**config.mk**
```make
export PLATFORM = sky130hd
export DESIGN_NAME = mux8_rr_arbiter_flat
export DESIGN_NICKNAME = d
export VERILOG_FILES = /design/src/rtl/mux8_arb_pkg.sv /design/src/rtl/mux8_rr_arbiter_if.sv /design/src/rtl/mux8_rr_arbiter_mux8.sv /design/src/rtl/mux8_rr_arbiter.sv /design/src/flat_wrapper.sv
export SDC_FILE = /design/constraint.sdc
export NUM_CORES = 1
export LEC_CHECK = 0
export CAP_MARGIN = 0
export CORE_MARGIN = 5
export CORE_UTILIZATION = 35
export DETAILED_ROUTE_END_ITERATION = 12
export PLACE_DENSITY_LB_ADDON = 0.05
export SYNTH_ARGS = -nofsm -noshare
export SYNTH_HDL_FRONTEND = slang
export SYNTH_HIERARCHICAL = 1
export SYNTH_SLANG_ARGS = --single-unit
```
**constraint.sdc**
```tcl
create_clock -name clk -period 3.02 [get_ports clk]
set_clock_uncertainty 0.2 [all_clocks]
set_input_delay 0.302 -clock clk [delete_from_list [all_inputs] [get_ports clk]]
set_output_delay 0.302 -clock clk [all_outputs]
set_load 0.1 [all_outputs]
```
**src/rtl/mux8_arb_pkg.sv**
```systemverilog
// Shared types and helpers for the eight-way round-robin mux arbiter.
package mux8_arb_pkg;

    localparam int NREQ = 8;
    localparam int SELW = 3;

    typedef enum logic {IDLE, GRANT} arb_state_t;

    // First set request bit at or above ptr, wrapping modulo NREQ.
    function automatic logic [SELW-1:0] next_req(input logic [NREQ-1:0] req,
                                                 input logic [SELW-1:0] ptr);
        logic [SELW-1:0] idx;
        logic            found;
        next_req = ptr;
        found    = 1'b0;
        for (int i = 0; i < NREQ; i++) begin
            idx = ptr + SELW'(i);
            if (!found && req[idx]) begin
                next_req = idx;
                found    = 1'b1;
            end
        end
    endfunction

endpackage

```
**src/rtl/mux8_rr_arbiter_if.sv**
```systemverilog
// Requester/consumer bundle for mux8_rr_arbiter: eight producers in, one valid/ready channel out.
interface mux8_rr_arbiter_if
    import mux8_arb_pkg::*;
#(
    parameter int N = 4
);
    logic [NREQ-1:0] req;
    logic [N-1:0]    d0, d1, d2, d3, d4, d5, d6, d7;
    logic [NREQ-1:0] ack;
    logic            out_valid;
    logic            out_ready;
    logic [N-1:0]    out_data;
    logic [SELW-1:0] out_src;

    modport master (
        output req, d0, d1, d2, d3, d4, d5, d6, d7, out_ready,
        input  ack, out_valid, out_data, out_src
    );

    modport slave (
        input  req, d0, d1, d2, d3, d4, d5, d6, d7, out_ready,
        output ack, out_valid, out_data, out_src
    );

endinterface

```
**src/rtl/mux8_rr_arbiter_mux8.sv**
```systemverilog
// Plain 8-to-1 N-bit combinational multiplexer.
module mux8 #(
    parameter int N = 4
) (
    input  logic [2:0]   select,
    input  logic [N-1:0] d0,
    input  logic [N-1:0] d1,
    input  logic [N-1:0] d2,
    input  logic [N-1:0] d3,
    input  logic [N-1:0] d4,
    input  logic [N-1:0] d5,
    input  logic [N-1:0] d6,
    input  logic [N-1:0] d7,
    output logic [N-1:0] exit
);

    always_comb begin
        exit = d0;
        case (select)
            3'd0: exit = d0;
            3'd1: exit = d1;
            3'd2: exit = d2;
            3'd3: exit = d3;
            3'd4: exit = d4;
            3'd5: exit = d5;
            3'd6: exit = d6;
            3'd7: exit = d7;
            default: exit = d0;
        endcase
    end

endmodule

```
**src/rtl/mux8_rr_arbiter.sv**
```systemverilog
// Round-robin arbiter sharing one 8-to-1 mux among eight requesters.
// Define ARB_HOLD_LIMIT_EN to force release after HOLD beats per grant.
module mux8_rr_arbiter
    import mux8_arb_pkg::*;
#(
    parameter int N    = 4,
    parameter int HOLD = 4
) (
    input logic              clk,
    input logic              reset,
    mux8_rr_arbiter_if.slave bus
);

    if (HOLD < 1) begin : g_bad_hold
        $error("mux8_rr_arbiter: HOLD must be at least 1");
    end

    arb_state_t      state;
    logic [SELW-1:0] sel;
    logic [SELW-1:0] ptr;
    logic            req_sel;
    logic            xfer;
    logic            at_limit;
    logic            release_now;

`ifdef ARB_HOLD_LIMIT_EN
    localparam int CW = $clog2(HOLD + 1);
    logic [CW-1:0] cnt;
    assign at_limit = (cnt == CW'(HOLD - 1));
`else
    assign at_limit = 1'b0;
`endif

    assign req_sel       = bus.req[sel];
    assign bus.out_valid = (state == GRANT) && req_sel;
    assign xfer          = bus.out_valid && bus.out_ready;
    assign bus.ack       = xfer ? (NREQ'(1) << sel) : '0;
    assign bus.out_src   = sel;

    // A dropped request releases without a beat; a limit beat releases after transferring.
    assign release_now = (state == GRANT) && (!req_sel || (xfer && at_limit));

    always_ff @(posedge clk) begin
        if (reset) begin
            state <= IDLE;
            sel   <= '0;
            ptr   <= '0;
`ifdef ARB_HOLD_LIMIT_EN
            cnt   <= '0;
`endif
        end else begin
            case (state)
                IDLE: begin
                    if (|bus.req) begin
                        sel   <= next_req(bus.req, ptr);
                        state <= GRANT;
`ifdef ARB_HOLD_LIMIT_EN
                        cnt   <= '0;
`endif
                    end
                end
                GRANT: begin
                    if (release_now) begin
                        state <= IDLE;
                        ptr   <= sel + 1'b1;
`ifdef ARB_HOLD_LIMIT_EN
                        cnt   <= '0;
`endif
                    end
`ifdef ARB_HOLD_LIMIT_EN
                    else if (xfer) begin
                        cnt <= cnt + 1'b1;
                    end
`endif
                end
                default: state <= IDLE;
            endcase
        end
    end

    mux8 #(.N(N)) u_mux (
        .select (sel),
        .d0     (bus.d0),
        .d1     (bus.d1),
        .d2     (bus.d2),
        .d3     (bus.d3),
        .d4     (bus.d4),
        .d5     (bus.d5),
        .d6     (bus.d6),
        .d7     (bus.d7),
        .exit   (bus.out_data)
    );

endmodule

```
**src/flat_wrapper.sv**
```systemverilog
// flat-port wrapper written by rule: the top's interface ports become plain ports
module mux8_rr_arbiter_flat import mux8_arb_pkg::*;
#(
    parameter int N    = 4,
    parameter int HOLD = 4
)
  (clk, reset, bus_req, bus_d0, bus_d1, bus_d2, bus_d3, bus_d4, bus_d5, bus_d6, bus_d7, bus_out_ready, bus_ack, bus_out_valid, bus_out_data, bus_out_src);
  mux8_rr_arbiter_if #(.N(N)) bus_i ();
  input logic clk;
  input logic reset;
  input wire logic [$bits(bus_i.req)-1:0] bus_req;
  input wire logic [$bits(bus_i.d0)-1:0] bus_d0;
  input wire logic [$bits(bus_i.d1)-1:0] bus_d1;
  input wire logic [$bits(bus_i.d2)-1:0] bus_d2;
  input wire logic [$bits(bus_i.d3)-1:0] bus_d3;
  input wire logic [$bits(bus_i.d4)-1:0] bus_d4;
  input wire logic [$bits(bus_i.d5)-1:0] bus_d5;
  input wire logic [$bits(bus_i.d6)-1:0] bus_d6;
  input wire logic [$bits(bus_i.d7)-1:0] bus_d7;
  input wire logic [$bits(bus_i.out_ready)-1:0] bus_out_ready;
  output wire logic [$bits(bus_i.ack)-1:0] bus_ack;
  output wire logic [$bits(bus_i.out_valid)-1:0] bus_out_valid;
  output wire logic [$bits(bus_i.out_data)-1:0] bus_out_data;
  output wire logic [$bits(bus_i.out_src)-1:0] bus_out_src;
  assign bus_i.req = bus_req;
  assign bus_i.d0 = bus_d0;
  assign bus_i.d1 = bus_d1;
  assign bus_i.d2 = bus_d2;
  assign bus_i.d3 = bus_d3;
  assign bus_i.d4 = bus_d4;
  assign bus_i.d5 = bus_d5;
  assign bus_i.d6 = bus_d6;
  assign bus_i.d7 = bus_d7;
  assign bus_i.out_ready = bus_out_ready;
  assign bus_ack = bus_i.ack;
  assign bus_out_valid = bus_i.out_valid;
  assign bus_out_data = bus_i.out_data;
  assign bus_out_src = bus_i.out_src;
  mux8_rr_arbiter #(.N(N), .HOLD(HOLD)) u_core (.clk(clk), .reset(reset), .bus(bus_i));
endmodule
```
# After elaboration in Yosys (flattened, before gate mapping)
# Index checks and enable logic that the tools add are counted.
[classes] add_sub_neg=8 magnitude_cmp=9 eq_ne=7 shifts=1 mux=58 bitwise=1 n_reduce_logical=22
[op_table] op="1-bit two-way mux" n=39
[op_table] op="3-bit by 4-bit less-than comparator with 1-bit output, second input constant" n=9
[op_table] op="4-bit one-hot mux with 8 select lines" n=1
[op_table] op="1-bit binary-select mux with 3-bit select" n=9
[op_table] op="3-bit two-way mux" n=7
[op_table] op="3-bit adder, second input constant" n=4
[op_table] op="3-bit equality test, second input constant" n=4
[op_table] op="1-bit logical AND" n=10
[op_table] op="1-bit zero test" n=8
[op_table] op="8-bit two-way mux" n=1
[op_table] op="8-bit OR reduction" n=1
[op_table] op="1-bit by 3-bit << shifter with 8-bit output, first input constant" n=1
[op_table] op="3-bit by 1-bit adder with 3-bit output, second input constant" n=2
[op_table] op="3-bit by 2-bit adder with 3-bit output, second input constant" n=2
[op_table] op="3-bit by 2-bit equality test with 1-bit output, second input constant" n=2
[op_table] op="2-bit AND reduction" n=2
[op_table] op="3-bit by 1-bit equality test with 1-bit output, second input constant" n=1
[op_table] op="3-bit zero test" n=1
[op_table] op="1-bit one-hot mux with 2 select lines" n=1
[op_table] op="1-bit NOT" n=1
[totals] ff_bits=7 input_bits=43 out_inout_bits=16 wordCells=109

# Depth between registers and ports, before layout
[depth] ltp_word=45 ltp_mapped=11 depth_no_buf=9

# Hierarchy
# The synthesis kept the hierarchy.
[by_module_without_submodules] module="mux8_rr_arbiter" instances=1 cells_per_inst=147 area_per_inst_um2=1370.1 seq_area_each_um2=140.1
[by_module_without_submodules] module="mux8" instances=1 cells_per_inst=39 area_per_inst_um2=307.8 seq_area_each_um2=0.0

# Worst setup path before layout
# OpenSTA, ideal clock, no wires.
[synth_timing] kind="reg2out" startpoint="reg u_core.sel[0], in the netlist u_core/bus.out_src[0]" endpoint="out bus_ack[0]" t_arrival_ns=4.163 t_required_ns=2.518 setup_slack_ns=-1.645 path_stages_with_launch=7 n_path_buf=0 cell_sequence="dfxtp_1 > mux4_2 > mux2i_1 > nor2b_1 > nand2_1 > nor2_1 > and2_1"
[synth_via] elab_chain_cells=5 elab_cells_between_ends=6 classes_between="1 x shift; 3 x mux; 2 x reduce/logical"
[synth_lines] item="start: declaration" line_no="mux8_rr_arbiter.sv:19" source="logic [SELW-1:0] sel;"
[synth_lines] item="start signal: assignment" line_no="mux8_rr_arbiter.sv:55" source="sel <= next_req(bus.req, ptr);"
[synth_lines] item="1-bit binary-select mux with 3-bit select" line_no="mux8_rr_arbiter.sv:34" source="assign req_sel = bus.req[sel];"
[synth_lines] item="1-bit two-way mux (not written as such)" line_no="mux8_rr_arbiter.sv:34"
[synth_lines] item="1-bit logical AND" line_no="mux8_rr_arbiter.sv:35" source="assign bus.out_valid = (state == GRANT) && req_sel;"
[synth_lines] item="net bus_out_valid" line_no="flat_wrapper.sv:22" source="output wire logic [$bits(bus_i.out_valid)-1:0] bus_out_valid;"
[synth_lines] item="1-bit logical AND" line_no="mux8_rr_arbiter.sv:36" source="assign xfer = bus.out_valid && bus.out_ready;"
[synth_lines] item="8-bit two-way mux" line_no="mux8_rr_arbiter.sv:37" source="assign bus.ack = xfer ? (NREQ'(1) << sel) : '0;"
[synth_lines] item="end: declaration" line_no="flat_wrapper.sv:21" source="output wire logic [$bits(bus_i.ack)-1:0] bus_ack;"
# The timed path passes the listed nets, and every way through them passes these cells. The select of a mux whose other input is x is not followed.

# Worst setup path in the final report
[layout_timing] startpoint="in bus_req[3]" endpoint="out bus_ack[2]"
[layout_via] elab_chain_cells=5
[layout_lines] item="start: declaration" line_no="flat_wrapper.sv:11" source="input wire logic [$bits(bus_i.req)-1:0] bus_req;"
[layout_lines] item="1-bit binary-select mux with 3-bit select" line_no="mux8_rr_arbiter.sv:34"
[layout_lines] item="1-bit two-way mux (not written as such)" line_no="mux8_rr_arbiter.sv:34"
[layout_lines] item="1-bit logical AND" line_no="mux8_rr_arbiter.sv:35"
[layout_lines] item="1-bit logical AND" line_no="mux8_rr_arbiter.sv:36"
[layout_lines] item="8-bit two-way mux" line_no="mux8_rr_arbiter.sv:37"
# No other way between the ends. The select of a mux whose other input is x is not followed.

==> flow_summary.ini <==
[run_status]
status = completed

[yosys]
ys_types = 57
synth.top_cells.by_count = mux2i_1 (21), nor2_1 (15), nand2_1 (13)
yosys_warnings = 6
postSynthCellCount = 186
synthArstFlopShare = 0
yosysSeqAreaShare = 0.08352
ys.flop_type = dfxtp_1
synth_area_leaders = mux4_2 (15%), mux2i_1 (13%), dfxtp_1 (8.4%), ha_1 (6.0%), mux2i_4 (4.0%)
yosysTopAreaCell = mux4_2
syn-num-nets = 237
synth.avg_cell_area_um2 = 9.021
synth_area_um2 = 1678
synth-edff-count = 0
synth_seq_cells = 7
synth_top_area_frac = 0.1477
synth.most_common_cell = mux2i_1

[sta]
drv_slew = 0
grt_setup_unrepaired = no
hold_viol = 0
slew_headroom = 0.5576
tns_ns = 0
setup_viol = 0
fmax_ghz = 0.3489
worstMarginPinSlew_ns = 0.6628
fin_crit_ns = 2.866
whs_ns = 0.3762
post-route-period-util = 0.9491

[route]
drt_iter0_markers = 112
viasPerCell = 5.901
num_vias = 1782
ant_nets = 0
drc = 0
avgRoutedWirePerCell_um = 17.38
drt-pass1-iter-count = 4
wl_um = 5250

[floorplanning]
die_h_um = 79.24
row_count = 25
initial_core_util = 0.3576
die_area_um2 = 6278
die_w_um = 79.24
coreArea_um2 = 4692
ios = 59

[clock_network]
clock_sinks = 7
h-tree-depth = 1
worstSkewPairLatency_ns = 0.23
root_buffer = clkbuf_8
tritoncts = built
path_clk_slew_ns = 0.04
clock_path_buffers = 2
postCtsHoldBufs = 0
cts_buffers = 3

[power]
power.share.clock = 0.078
p_sw_w = 0.0009282
powerDensity_nw_per_um2 = 673.9
sw_frac_of_total = 0.5555
power_frac_seq = 0.094
vdd_drop_max_uv = 409.4
pwr-share-comb = 0.828
leakage_nw = 0.9219
internal_power_w = 0.0007428

[critical_path]
cp.required_ns = 2.52
worst_path_largest_cell_delay_ns = 0.55
path_buf_inv = 2
critPathLaunchType = primary input
path_class = primary input to output port
end_kind = output port
slowest_stage = clkdlybuf4s50_1
cp_data_arrival_time_ns = 2.36
cp_max_fo = 8
cp_top_family = multiplexers
crit_chain = clkdlybuf4s50_1, mux4_2, mux2i_1, nor2b_4, nand2_1, nor2_1, and2_2, buf_12

[final_layout]
antennaDiodeCount = 0
layout.nets = 300
areaGrowthSynthToFinish_pct = 47.80
final_core_util = 0.5285
fin_area_um2 = 2480
layout-drive-gt1-share = 0.2702

[grt]
grt_pass1_vias = 1714
grt_pass1_wl_um = 8397
grt_overflow = 0
track_usage = 0.1668
grt_antenna_before_repair = 0
grt_max_degree = 23

[worst_hold_path]
hold_path_class = flip-flop to flip-flop

[placed_design]
gp_congestion = 0.8676
hpwl_um = 4239
postPlaceCellArea_um2 = 2411
portBuffers = 58

[job]
drv_cap = 0
## path summary, 6_finish.rpt
| path | slack [ns] | to | from | cells past startpoint |
|---|---|---|---|---|
| min reg2reg | 0.38 | u_core/ptr[2] | u_core/state | 1 |
| max reg2reg | 0.20 | u_core/bus.out_src[1] | u_core/ptr[1] | 9 |
| max | 0.15 | bus_ack[2] | bus_req[3] | 8 |
| min | 0.38 | u_core/ptr[2] | u_core/state | 1 |
## what timing repair did
item | CTS | global route
endpoints found under the setup margin | 0 | 3
buffers inserted | 0 | 0
gates resized for setup | 0 | 3
## power groups by stage
stage	clock [W]	sequential (W)	combinational, W
final	0.000131	0.000156	0.00138
after detailed placement	0	0.000158	0.00136
after global placement	0	0.000157	0.00136
after floorplan	0	0.000221	0.000986
after global routing	0.000143	0.000162	0.00147
after CTS	0.000135	0.000157	0.00136
## routing by layer
layer | GRT usage | vias up | routed length, um
met5 | 0 | - | 0
met4 | 0.02062 | 0 | 19
met3 | 0.03061 | 6 | 335
met2 | 0.2946 | 65 | 2599
met1 | 0.2167 | 860 | 2295
li1 | - | 851 | -
## flip-flops by register name (all words and copies together) (netlist names)
name,flops
u_core/bus.out_src,3
u_core/ptr,3
u_core/state,1
## layout by cell type (no fill, tap or decap), drive strengths merged, types with 2 or more instances in the layout
cell,count
mux4,12
clkdlybuf4s50,42
dfxtp,7
inv,10
nor2,15
buf,28
clkbuf,4
and3,3
o21ai,6
a211oi,4
nor3,6
mux2i,24
o22ai,3
a221o,2
o22a,3
nor4,2
nor2b,4
o32a,2
a21oi,8
ha,8
and2,6
a31oi,6
nand2b,3
xor2,2
nor3b,3
mux2,3
nand2,14
## layout make-up
cell class | count | area, um^2
inverter | 10 | 37.54
tap | 54 | 67.56
fill | 416 | 2212
clock buffer | 4 | 45.04
timing repair buffer | 70 | 743.2
sequential | 7 | 143.9
multi-input combinational | 157 | 1443
## logic make-up after synthesis
| family | Yosys count | share of synthesized area |
|---|---|---|
| AND/OR/NAND/NOR | 59 | 0.1879 |
| AO/OA/AOI/OAI | 49 | 0.2237 |
| multiplexers | 39 | 0.3490 |
| buffers and inverters | 22 | 0.08128 |
| adder cells (fa/ha/maj) | 8 | 0.05966 |
| flip-flops | 7 | 0.08352 |
| XOR/XNOR | 2 | 0.01492 |
## stage by stage
step	power, W	std cells	worst slack, ns
global placement	0.001514	298	0.06238
detailed placement	0.001517	298	0.03307
finish	0.001671	302	0.1538
global route	0.001775	302	0.05162
CTS	0.001656	302	0.02091
floorplan	0.001207	186	0.008188
## worst register-to-register path, stage by stage (launching register included)
cell,delay [ns]
dfxtp_1,0.32
inv_1,0.08
ha_4,0.34
mux4_2,0.56
mux2i_4,0.21
nand2_4,0.10
nor3_4,0.29
nand3b_2,0.14
or3_1,0.33
a31oi_1,0.17
(Power assumes the default switching activity.)
